--- config.mk ---
export PLATFORM = sky130hd
export DESIGN_NAME = fsm_receive_data
export DESIGN_NICKNAME = d
export VERILOG_FILES = /design/src/rtl/uart_frame_pkg.sv /design/src/rtl/rx_timeout_counter.sv /design/src/rtl/fsm_receive_data.sv
export SDC_FILE = /design/constraint.sdc
export NUM_CORES = 1
export LEC_CHECK = 0
export BUFFER_PORTS_ARGS = -buffer_cell sky130_fd_sc_hd__buf_2
export CAP_MARGIN = 20
export CORE_MARGIN = 2
export CORE_UTILIZATION = 54
export CTS_BUF_LIST = sky130_fd_sc_hd__clkbuf_2 sky130_fd_sc_hd__clkbuf_4 sky130_fd_sc_hd__clkbuf_8
export CTS_CLUSTER_SIZE = 8
export DETAILED_ROUTE_END_ITERATION = 16
export MAX_ROUTING_LAYER = met4
export PLACE_DENSITY = 0.78
export SYNTH_ARGS = -nofsm -noshare
export SYNTH_HDL_FRONTEND = slang
export SYNTH_SLANG_ARGS = --single-unit
export TNS_END_PERCENT = 1
--- constraint.sdc ---
create_clock -name clk -period 1.9 [get_ports clk]
set_clock_uncertainty 0.2 [all_clocks]
set_input_delay 0.38 -clock clk [delete_from_list [all_inputs] [get_ports clk]]
set_output_delay 0.38 -clock clk [all_outputs]
set_load 0.05 [all_outputs]
--- src/rtl/uart_frame_pkg.sv ---
// Shared framing definitions for the UART host command path.
// State encoding, SYNC default, command codes and timer width.
package uart_frame_pkg;

    localparam int TIMER_W = 16;

    localparam logic [7:0] SYNC_BYTE_DEF = 8'hA5;

    localparam logic [7:0] CMD_MODE_SET   = 8'h10;
    localparam logic [7:0] CMD_MODE_GET   = 8'h20;
    localparam logic [7:0] CMD_SEND_START = 8'h30;
    localparam logic [7:0] CMD_SEND_STOP  = 8'h31;

    typedef enum logic [1:0] {
        IDLE     = 2'd0,
        GET_CMD  = 2'd1,
        GET_DATA = 2'd2,
        GET_CHK  = 2'd3
    } rx_state_t;

    function automatic logic [7:0] chk_step(
        input logic [7:0] acc,
        input logic [7:0] b
    );
        return acc ^ b;
    endfunction

endpackage

--- src/rtl/rx_timeout_counter.sv ---
// Clear/enable counter that saturates at all-ones and flags
// when the count reaches LIMIT while enabled.
module rx_timeout_counter
    import uart_frame_pkg::*;
#(
    parameter int           W     = TIMER_W,
    parameter logic [W-1:0] LIMIT = '1
) (
    input  logic clk,
    input  logic reset,
    input  logic clear,
    input  logic enable,
    output logic expired
);

    logic [W-1:0] count;

    always_ff @(posedge clk) begin
        if (!reset) begin
            count <= '0;
        end else if (clear) begin
            count <= '0;
        end else if (enable && (count != '1)) begin
            count <= count + 1'b1;
        end
    end

    assign expired = enable && (count >= LIMIT);

endmodule

--- src/rtl/fsm_receive_data.sv ---
// Rebuilds [SYNC][CMD][payload LSB-first][chk] host frames from UART RX bytes.
// Define RX_CHECKSUM_EN to require a trailing XOR checksum byte.
module fsm_receive_data
    import uart_frame_pkg::*;
#(
    parameter logic [7:0]         SYNC_BYTE = SYNC_BYTE_DEF,
    parameter int                 NBYTES    = 2,
    parameter logic [TIMER_W-1:0] TIMEOUT   = 16'd10000,
    localparam int                DATA_W    = 8 * NBYTES
) (
    input  logic              clk,
    input  logic              reset,
    input  logic              rx_ready,
    input  logic [7:0]        rx_data,
    output logic              cmd_valid,
    output logic [7:0]        cmd,
    output logic [DATA_W-1:0] data,
    output logic              frame_err,
    output logic              busy
);

    rx_state_t         state, state_n;
    logic [1:0]        idx;
    logic [7:0]        cmd_sh;
    logic [DATA_W-1:0] data_sh;
    logic [DATA_W-1:0] data_new;
    logic              last;
    logic              expired;
    logic              cmd_ld, byte_ld, commit, err;

    assign busy = (state != IDLE);
    assign last = (idx == 2'(NBYTES - 1));

    rx_timeout_counter #(
        .W     (TIMER_W),
        .LIMIT (TIMEOUT)
    ) u_timer (
        .clk     (clk),
        .reset   (reset),
        .clear   (rx_ready || (state_n == IDLE)),
        .enable  (busy),
        .expired (expired)
    );

`ifdef RX_CHECKSUM_EN
    logic [7:0] chk;

    always_ff @(posedge clk) begin
        if (!reset) begin
            chk <= '0;
        end else if (cmd_ld) begin
            chk <= rx_data;
        end else if (byte_ld) begin
            chk <= chk_step(chk, rx_data);
        end
    end

    assign data_new = data_sh;
`else
    // The final payload byte is committed straight from rx_data.
    always_comb begin
        data_new                 = data_sh;
        data_new[DATA_W-1 -: 8]  = rx_data;
    end
`endif

    always_comb begin
        state_n = state;
        cmd_ld  = 1'b0;
        byte_ld = 1'b0;
        commit  = 1'b0;
        err     = 1'b0;
        case (state)
            IDLE: begin
                if (rx_ready && (rx_data == SYNC_BYTE)) begin
                    state_n = GET_CMD;
                end
            end
            GET_CMD: begin
                if (rx_ready) begin
                    cmd_ld  = 1'b1;
                    state_n = GET_DATA;
                end else if (expired) begin
                    err     = 1'b1;
                    state_n = IDLE;
                end
            end
            GET_DATA: begin
                if (rx_ready) begin
                    byte_ld = 1'b1;
                    if (last) begin
`ifdef RX_CHECKSUM_EN
                        state_n = GET_CHK;
`else
                        commit  = 1'b1;
                        state_n = IDLE;
`endif
                    end
                end else if (expired) begin
                    err     = 1'b1;
                    state_n = IDLE;
                end
            end
`ifdef RX_CHECKSUM_EN
            GET_CHK: begin
                if (rx_ready) begin
                    state_n = IDLE;
                    if (rx_data == chk) begin
                        commit = 1'b1;
                    end else begin
                        err    = 1'b1;
                    end
                end else if (expired) begin
                    err     = 1'b1;
                    state_n = IDLE;
                end
            end
`endif
            default: begin
                state_n = IDLE;
            end
        endcase
    end

    always_ff @(posedge clk) begin
        if (!reset) begin
            state     <= IDLE;
            idx       <= '0;
            cmd_sh    <= '0;
            data_sh   <= '0;
            cmd       <= '0;
            data      <= '0;
            cmd_valid <= 1'b0;
            frame_err <= 1'b0;
        end else begin
            state     <= state_n;
            cmd_valid <= commit;
            frame_err <= err;
            if (cmd_ld) begin
                cmd_sh <= rx_data;
                idx    <= '0;
            end
            if (byte_ld) begin
                for (int i = 0; i < NBYTES; i++) begin
                    if (idx == 2'(i)) begin
                        data_sh[8*i +: 8] <= rx_data;
                    end
                end
                idx <= idx + 1'b1;
            end
            if (commit) begin
                cmd  <= cmd_sh;
                data <= data_new;
            end
        end
    end

endmodule

==> Yosys cells after proc, flatten, opt, wreduce, memory -nomap -nowiden <==
Index checks and enable logic that the tools add are counted.
{ "totals": {"ff_bits": 62, "inputBits": 11, "output_inout_bits": 27, "wordCells": 47} }
{ "op_classes": {"n_addsub": 2, "n_lt_le_gt_ge": 1, "n_eq_ne": 5, "mux": 15, "bitwise": 2, "n_reduce_logical": 13} }
{ "op_table": {"columns": ["op", "count"], "rows": [
  ["16-bit by 1-bit adder with 16-bit output (second input constant)", 1],
  ["16-bit by 14-bit >= comparator with 1-bit output (second input constant)", 1],
  ["16-bit != test (second input constant)", 1],
  ["2-bit 2-to-1 mux", 7],
  ["8-bit equality test (second input constant)", 1],
  ["1-bit 2-to-1 mux", 7],
  ["2-bit zero test", 3],
  ["2-bit one-hot mux with 3 select lines", 1],
  ["2-bit by 1-bit equality test with 1-bit output (second input constant)", 2],
  ["2-bit nonzero test", 2],
  ["2-bit OR reduction", 2],
  ["1-bit logical AND", 3],
  ["3-bit OR reduction", 1],
  ["2-bit by 1-bit adder with 2-bit output (second input constant)", 1],
  ["2-bit equality test (second input constant)", 1],
  ["1-bit inverter", 2],
  ["2-bit AND reduction", 1],
  ["1-bit logical OR", 1]
]} }

==> Logic depth before layout (Yosys ltp) <==
Gate-level depths: netlist of run 1.
{ "logic_depth": {"depth_word": 8, "mapped_depth": 8} }

==> By module <==
Synthesis of run 1 repeated with hierarchy kept, for this count alone.
{ "hier_totals": {"hier_cells": 324, "hier_area_um2": 2826.5} }
{ "by_module_without_submodules": {"columns": ["mod", "instances", "cells_each", "area_each_um2", "seq_area_each_um2"], "rows": [
  ["fsm_receive_data", 1, 213, 1948.1, 920.9],
  ["rx_timeout_counter", 1, 111, 878.3, 320.3]
]} }

==> Worst setup path before layout of run 1 <==
OpenSTA, ideal clock, no wires.
{ "synth_timing": {"path_type": "register to register", "startpoint": "register state[0]", "endpoint": "register u_timer.count[10]", "setup_ns": 0.127, "arrival_time_ns": 1.747, "required_time_ns": 1.573, "path_slack_ns": -0.174, "path_stages_with_launch": 8, "n_path_buf": 1, "synth_period_minus_slack_ns": 2.074, "path_cell_list": "dfxtp_1 -> inv_1 -> ha_1 -> inv_1 -> nor3_1 -> o21ai_1 -> buf_2 -> a22oi_1"} }
{ "synth_via": {"elab_chain_cells": 8, "elab_cells_between_ends": 15, "classes_between": "eq/ne (2); mux (6); reduce/logical (7)"} }
{ "synth_rtl": {"columns": ["element", "line", "rtl"], "rows": [
  ["start: declaration", "fsm_receive_data.sv:22", "rx_state_t state, state_n;"],
  ["start signal: assignment", "fsm_receive_data.sv:136", "state <= state_n;"],
  ["2-bit nonzero test *", "fsm_receive_data.sv:31", "assign busy = (state != IDLE);"],
  ["named net busy", "fsm_receive_data.sv:19", "output logic busy"],
  ["1-bit logical AND", "rx_timeout_counter.sv:28", "assign expired = enable && (count >= LIMIT);"],
  ["2-bit 2-to-1 mux", "fsm_receive_data.sv:83, fsm_receive_data.sv:99", null],
  ["2-bit 2-to-1 mux (on tied branches)", "fsm_receive_data.sv:89, fsm_receive_data.sv:80", null],
  ["2-bit one-hot mux with 3 select lines", "fsm_receive_data.sv:73", "case (state)"],
  ["2-bit zero test", "fsm_receive_data.sv:40", ".clear (rx_ready || (state_n == IDLE)),"],
  ["1-bit logical OR", "fsm_receive_data.sv:40", null],
  ["2-bit OR reduction (no source line)", null, null],
  ["end signal: assignment", "rx_timeout_counter.sv:24", "count <= count + 1'b1;"],
  ["end: declaration", "rx_timeout_counter.sv:16", "logic [W-1:0] count;"]
]} }
The timed path passes the listed nets; every way through them passes the cells marked *.
A chain may end at the register's enable or synchronous reset.

==> Worst setup path after layout of run 1 <==
{ "layout_timing": {"startpoint": "register u_timer.count[0]", "endpoint": "register u_timer.count[10]"} }
{ "layout_via": {"elab_chain_cells": 8, "elab_cells_between_ends": 12, "classes_between": "add/sub (1); order compare (1); eq/ne (1); mux (4); reduce/logical (5)"} }
{ "layout_rtl": {"columns": ["element", "line"], "rows": [
  ["16-bit by 14-bit >= comparator with 1-bit output", "rx_timeout_counter.sv:28"],
  ["1-bit logical AND", "rx_timeout_counter.sv:28"],
  ["2-bit 2-to-1 mux", "fsm_receive_data.sv:83, fsm_receive_data.sv:99"],
  ["2-bit 2-to-1 mux (on tied branches)", "fsm_receive_data.sv:89, fsm_receive_data.sv:80"],
  ["2-bit one-hot mux with 3 select lines", "fsm_receive_data.sv:73"],
  ["2-bit zero test", "fsm_receive_data.sv:40"],
  ["1-bit logical OR", "fsm_receive_data.sv:40"],
  ["2-bit OR reduction (no source line)", null]
]} }
Several ways; a longest one is shown, not always the timed one.

==> metrics.csv, run 1 <==
metric,value,unit
status,"complete, but fails checks",
failing checks,setup timing,
Area Overhead vs Synth,31.8,%
slew margin rel.,72.6,%
R2R Setup Slk,-0.03,ns
Switching Power,532,µW
Layout fillers,384,
ranking of synthesized cells by area,"dfxtp_1 43%, a21boi_0 8.5%, nand2_1 8.3%",
"Cell Area, Synth",2900,µm²
Critical Path Start,u_timer.count[0],
gpl congestion,0.915,
Initial DRC Count,137,
worst slew pin tran,0.408,ns
Int Power,2.02,mW
initial antenna violation count,0,
CTS tree,yes,
H-tree depth,3,
gr busiest metal,met2,
Post-Syn Nets,339,
First-pass DRT Iterations,4,
Setup crit start kind,flop,
Max Slew Vio Count,0,
sw frac,20.9,%
WS Path Type,reg -> reg,
worst-path cell chain,ha_1 > nor2b_1 > o311ai_4 > or3_1 > a22oi_2,
GR Overflow Total,0,
vias in the first global route,2455,
n_diodes,0,
RSZ-0062 raised after global routing,true,
CP max stage delay,0.36,ns
# setup viols final,2,
Seq cells post-synth,62,
Final Util,74.4,%
Nets,413,
FP Rows,26,
Clk network pwr share,46.2,%
total core area,5140,µm²
PwrDens,666,nW/µm²
hold path cells,3,
final setup margin,-0.0280,ns
DRT Wirelength,6990,µm
full die area,5980,µm²
Total GRT Usage,25.0,%
WL/cell,14.9,µm
"Arr. time, crit path",1.99,ns
hold path endpoint,data[15],
global-route wire length before repair,11600,µm
CTS buffer count,9,
Setup TNS,-0.0356,ns
met1 Use GR,29.5,%
via count,2615,
# IOs,38,
slowest CP cell,dfxtp_1,
height of the die,77.3,µm
IO Port Bufs,37,
GR Util met3,4.47,%
Clock Sinks,62,
MaxCap Viol Count,0,
Leak,1.51,nW
Syn Inst Count,320,
Die X,77.3,µm
design area,3830,µm²
Synth top area share,42.8,%
Worst EP required,1.96,ns
"count leader, synth",nand2_1,
number of vias per cell,5.58,
Reg2Reg Depth,5,
HP Start,rx_data[7],
r2r endpoint,u_timer.count[10],
dpl hpwl,4690,µm
dpl cell area,3430,µm²
Main synth FF type,dfxtp_1,
CTS root buf,clkbuf_8,
Final Hold Viols,0,
sequential power share,50.9,%
unique cell type count in the Yosys netlist,56,
critical path endpoint category,flop,
min cycle time layout,1.93,ns
fraction of layout cells with a size suffix above 1,33.3,%
maximum VDD drop,0.646,mV
Post-synth EDFFs,0,
Synth top cells by count,"64 x nand2_1, 62 x dfxtp_1, 33 x a21boi_0",
syn_area_per_cell,9.07,µm²
pin count of the biggest net entering global routing,44,
met2 global-route usage,42.4,%
ys async rst share,0,%
number of remaining DRC errors,0,
worst-case clock buffer depth,2,
dominant cell type by area after synthesis,dfxtp_1,
Peak Freq,0.519,GHz
Tightest Hold Check Type,in -> reg,
Comb power frac,2.9,%
fin crit share,101,%
Crit Path Max Fanout,6,
starting density of the core,56.5,%
"CTS clk-pin slew, worst paths",0.06,ns
"Seq/Total Area, Yosys",42.8,%
"Clk Latency, worst-skew pair",0.34,ns
antenna-violating nets left,0,
FF-to-FF Start,u_timer.count[0],
Yosys warnings,0,
## worst max path at each step
stage / to / cells past startpoint
after floorplan: u_timer.count[9] / 6
after global placement: u_timer.count[1] / 4
after detailed placement: u_timer.count[9] / 6
after CTS: busy / 5
after global routing: u_timer.count[10] / 5
final: u_timer.count[10] / 5
## power groups by stage
stage	registers [mW]	logic, mW	clock network (mW)
6_report	1.30	0.0732	1.18
5_1_grt	1.30	0.0785	1.26
4_1_cts	1.30	0.0705	1.19
3_5_place_dp	1.33	0.0696	0
3_3_place_gp	1.33	0.0695	0
2_1_floorplan	1.33	0.0340	0
## repair_timing
item	CTS	global route
resized for setup	11	16
setup buffers	3	3
pin swaps	2	4
cloned	0	1
setup endpoints to repair	6	17
hold buffers	0	0
## cell usage in the layout (no fill, tap or decap), types with 3 or more instances in the layout
cell      instances
nor4_1            3
mux2i_1           9
a21oi_2           6
buf_12            4
a22oi_2           5
nand3b_1          3
clkinv_2          3
or3_1             4
inv_1             8
dfxtp_1          60
nor4_4            3
o21ai_0          10
buf_2            36
buf_4            37
clkbuf_8         11
nor2_1            3
nand4_1           3
a21boi_0         32
nor2b_1          10
nand3_1          15
ha_1              7
nand2_1          64
## flip-flops by register name (all words and copies together) (netlist names)
| name | cells |
|---|---|
| u_timer.count | 16 |
| data | 16 |
| cmd_valid | 1 |
| cmd_sh | 8 |
| cmd | 8 |
| data_sh | 8 |
| frame_err | 1 |
| idx | 2 |
| state | 2 |
## per-stage QoR
stage          total power, mW  cells  hold slack (ns)  setup WS [ns]
6_report                  2.55    469            0.130        -0.0280
5_1_grt                   2.63    469            0.136        -0.0892
4_1_cts                   2.56    465            0.128        -0.0247
3_5_place_dp              1.40    446            0.254        -0.0373
3_3_place_gp              1.40    446            0.249        0.00140
2_1_floorplan             1.36    320            0.241         0.0102
## cells by family after synthesis
logic type / after synthesis / synth area share, %
AOI/OAI and AO/OA: 80 / 21.0
xor gates and xnor gates: 2 / 0.604
adders and majority gates: 8 / 3.45
buffers and inverters: 29 / 4.27
DFF: 62 / 42.8
muxes: 9 / 3.10
and+or+nand+nor: 130 / 24.8
## worst max-delay path: cells and delay by family, from the launching register on
kind / cells / cell delay (ns)
AO/OA/AOI/OAI: 2 / 0.35
adder cells (fa/ha/maj): 1 / 0.28
flip-flops: 1 / 0.36
AND/OR/NAND/NOR: 2 / 0.66
## per-layer routing
metal,share of wire [%],vias up
li1,-,1286
met2,51,64
met1,43,1252
met3,3.8,13
met4,1.7,0
met5,0,-
## layout make-up
cell class	instances	area (µm²)	area share, %
Tap cell	70	87.6	2.29
Timing Repair Buffer	81	601	15.7
Clock inverter	4	45.0	1.18
Inverter	11	50.0	1.31
Multi-Input combinational cell	229	1640	42.8
Sequential cell	62	1250	32.6
Clock buffer	12	159	4.15
Power figures use the tool's default switching activity.
==> run 2: changes to the inputs <==
--- a/config.mk
+++ b/config.mk
@@ -14,6 +14,7 @@
 export DETAILED_ROUTE_END_ITERATION = 16
 export MAX_ROUTING_LAYER = met4
 export PLACE_DENSITY = 0.78
+export SETUP_SLACK_MARGIN = 0.05
 export SYNTH_ARGS = -nofsm -noshare
 export SYNTH_HDL_FRONTEND = slang
 export SYNTH_SLANG_ARGS = --single-unit
==> metrics.csv, run 2 (synthesis gave the netlist of run 1 again) <==
metric,value,unit,change
number of remaining DRC errors,0,,unchanged
MaxCap Viol Count,0,,unchanged
Die X,77.3,µm,unchanged
GR Overflow Total,0,,unchanged
status,"finished, final reports clean",,
FF-to-FF Start,state[1],,
worst slew pin tran,0.375,ns,-0.0328 ns
starting density of the core,56.5,%,unchanged
number of vias per cell,5.54,,-0.62%
Initial DRC Count,136,,-0.73%
fraction of layout cells with a size suffix above 1,32.1,%,-1.3 points
Clock Sinks,62,,unchanged
Crit Path Max Fanout,7,,+1
"commonest non-fill, non-tap cell in the layout",nand2_1,,
slowest CP cell,dfxtp_4,,
First-pass DRT Iterations,5,,+1
gpl congestion,0.885,,-3.3%
fin crit share,96.5,%,-4.9 points
n_diodes,0,,unchanged
Top Registers,"data (16), u_timer.count (16)",,
"Arr. time, crit path",1.25,ns,-0.74 ns
"commonest non-fill, non-tap cells in the layout","64 x nand2_1, 58 x dfxtp_1, 36 x buf_2",,
CP max stage delay,0.36,ns,about the same
worst-case clock buffer depth,2,,unchanged
full die area,5980,µm²,unchanged
pin count of the biggest net entering global routing,31,,-30%
pre-CTS WS,0.0201,ns,+0.0574 ns
Setup TNS,0,ns,+0.0356 ns
antenna-violating nets left,0,,unchanged
H-tree depth,3,,unchanged
RSZ-0062 raised after global routing,true,,
total core area,5140,µm²,unchanged
final setup margin,0.0660,ns,+0.0940 ns
"CTS clk-pin slew, worst paths",0.07,ns,about the same
global-route wire length before repair,11300,µm,-2.5%
# setup viols final,0,,-2
dpl hpwl,4650,µm,-0.82%
vias in the first global route,2378,,-3.1%
Total GRT Usage,24.4,%,-0.59 points
min cycle time layout,1.83,ns,-0.0940 ns
maximum VDD drop,0.695,mV,+7.6%
slew margin rel.,74.8,%,+2.2 points
Area Overhead vs Synth,26.8,%,
CTS tree,yes,,
CTS root buf,clkbuf_8,,
WS Path Type,reg -> out,,
Worst EP required,1.32,ns,-0.64 ns
via count,2549,,-2.5%
Critical Path Start,state[1],,
Nets,404,,-2.2%
HP Start,rx_data[6],,
worst-path cell chain,inv_4 > ha_4 > clkinvlp_4 > buf_6,,
# IOs,38,,unchanged
Setup crit start kind,flop,,
FP Rows,26,,unchanged
DRT Wirelength,6810,µm,-2.5%
R2R Setup Slk,0.08,ns,+0.11 ns
Max Slew Vio Count,0,,unchanged
height of the die,77.3,µm,unchanged
Final Hold Viols,0,,unchanged
Tightest Hold Check Type,in -> reg,,
"Clk Latency, worst-skew pair",0.34,ns,about the same
IO Port Bufs,37,,unchanged
WL/cell,14.8,µm,-0.58%
Leak,1.44,nW,-4.5%
initial antenna violation count,0,,unchanged
CTS buffer count,9,,unchanged
PwrDens,718,nW/µm²,+7.8%
Peak Freq,0.545,GHz,+5.1%
critical path endpoint category,output port,,
==> run 2: changes by cell type in the layout (fill, tap and decap cells not counted), sizes merged <==
cell / before / now
nand4: 5 / 6
clkinvlp: 1 / 2
clkbuf: 13 / 10
bufinv: 1 / 2
buf: 80 / 71
==> run 2: final cells by class <==
class	instances	area (µm²)
well taps	70	87.6
clock inverters	6	86.3
flip-flops and latches	62	1250
repair buffers	71	454
fillers	404	1460
clock buffers	10	131
inverters	11	47.5
multi-input cells	230	1620
==> run 2: power breakdown <==
| group | leakage [nW] | internal (mW) | total, mW | switching (mW) |
|---|---|---|---|---|
| clock | 0.110 | 0.750 | 1.27 | 0.521 |
| sequential | 0.501 | 1.30 | 1.30 | 0.000202 |
| combinational | 0.826 | 0.0328 | 0.0745 | 0.0417 |
==> run 2: what timing repair did <==
| action | in CTS | in global routing |
|---|---|---|
| setup endpoints to repair | 7 | 17 |
| hold buffers | 0 | 0 |
| resized for setup | 4 | 20 |
| pin swaps | 1 | 6 |
| setup buffers | 2 | 2 |
| gates cloned | 0 | 1 |
==> run 2: worst paths after layout <==
check	depth (start not counted)	end
worst min register to register	2	data[6]
worst max-delay path	4	busy
worst max register to register	6	u_timer.count[7]
worst min-delay path	3	data[14]
==> run 2: critical path, delay by kind of cell, from the launching register on <==
| family | cells | cell delay, ns |
|---|---|---|
| buffers and inverters | 3 | 0.36 |
| flip-flops | 1 | 0.36 |
| adder cells (fa/ha/maj) | 1 | 0.19 |
==> run 2: stage by stage <==
step | cell area [µm²] | total power, mW | utilization, % | hold WS, ns | instances
2_1_floorplan | 2930 | 1.36 | - | 0.241 | 320
3_3_place_gp | 3350 | 1.40 | 65.1 | 0.247 | 439
3_5_place_dp | 3350 | 1.40 | 65.1 | 0.253 | 439
4_1_cts | 3590 | 2.67 | 69.8 | 0.108 | 457
5_1_grt | 3680 | 2.73 | 71.6 | 0.120 | 460
6_report | 3680 | 2.64 | 71.6 | 0.119 | 460
==> run 2: metal layers <==
layer / part of all wire, % / GRT usage [%] / vias up / wire length, µm
met2: 49 / 38.3 / 63 / 3330
met5: 0 / - / - / 0
met3: 4.7 / 8.12 / 12 / 321
met1: 45 / 29.0 / 1198 / 3050
met4: 1.6 / 9.29 / 0 / 112
li1: - / - / 1276 / -
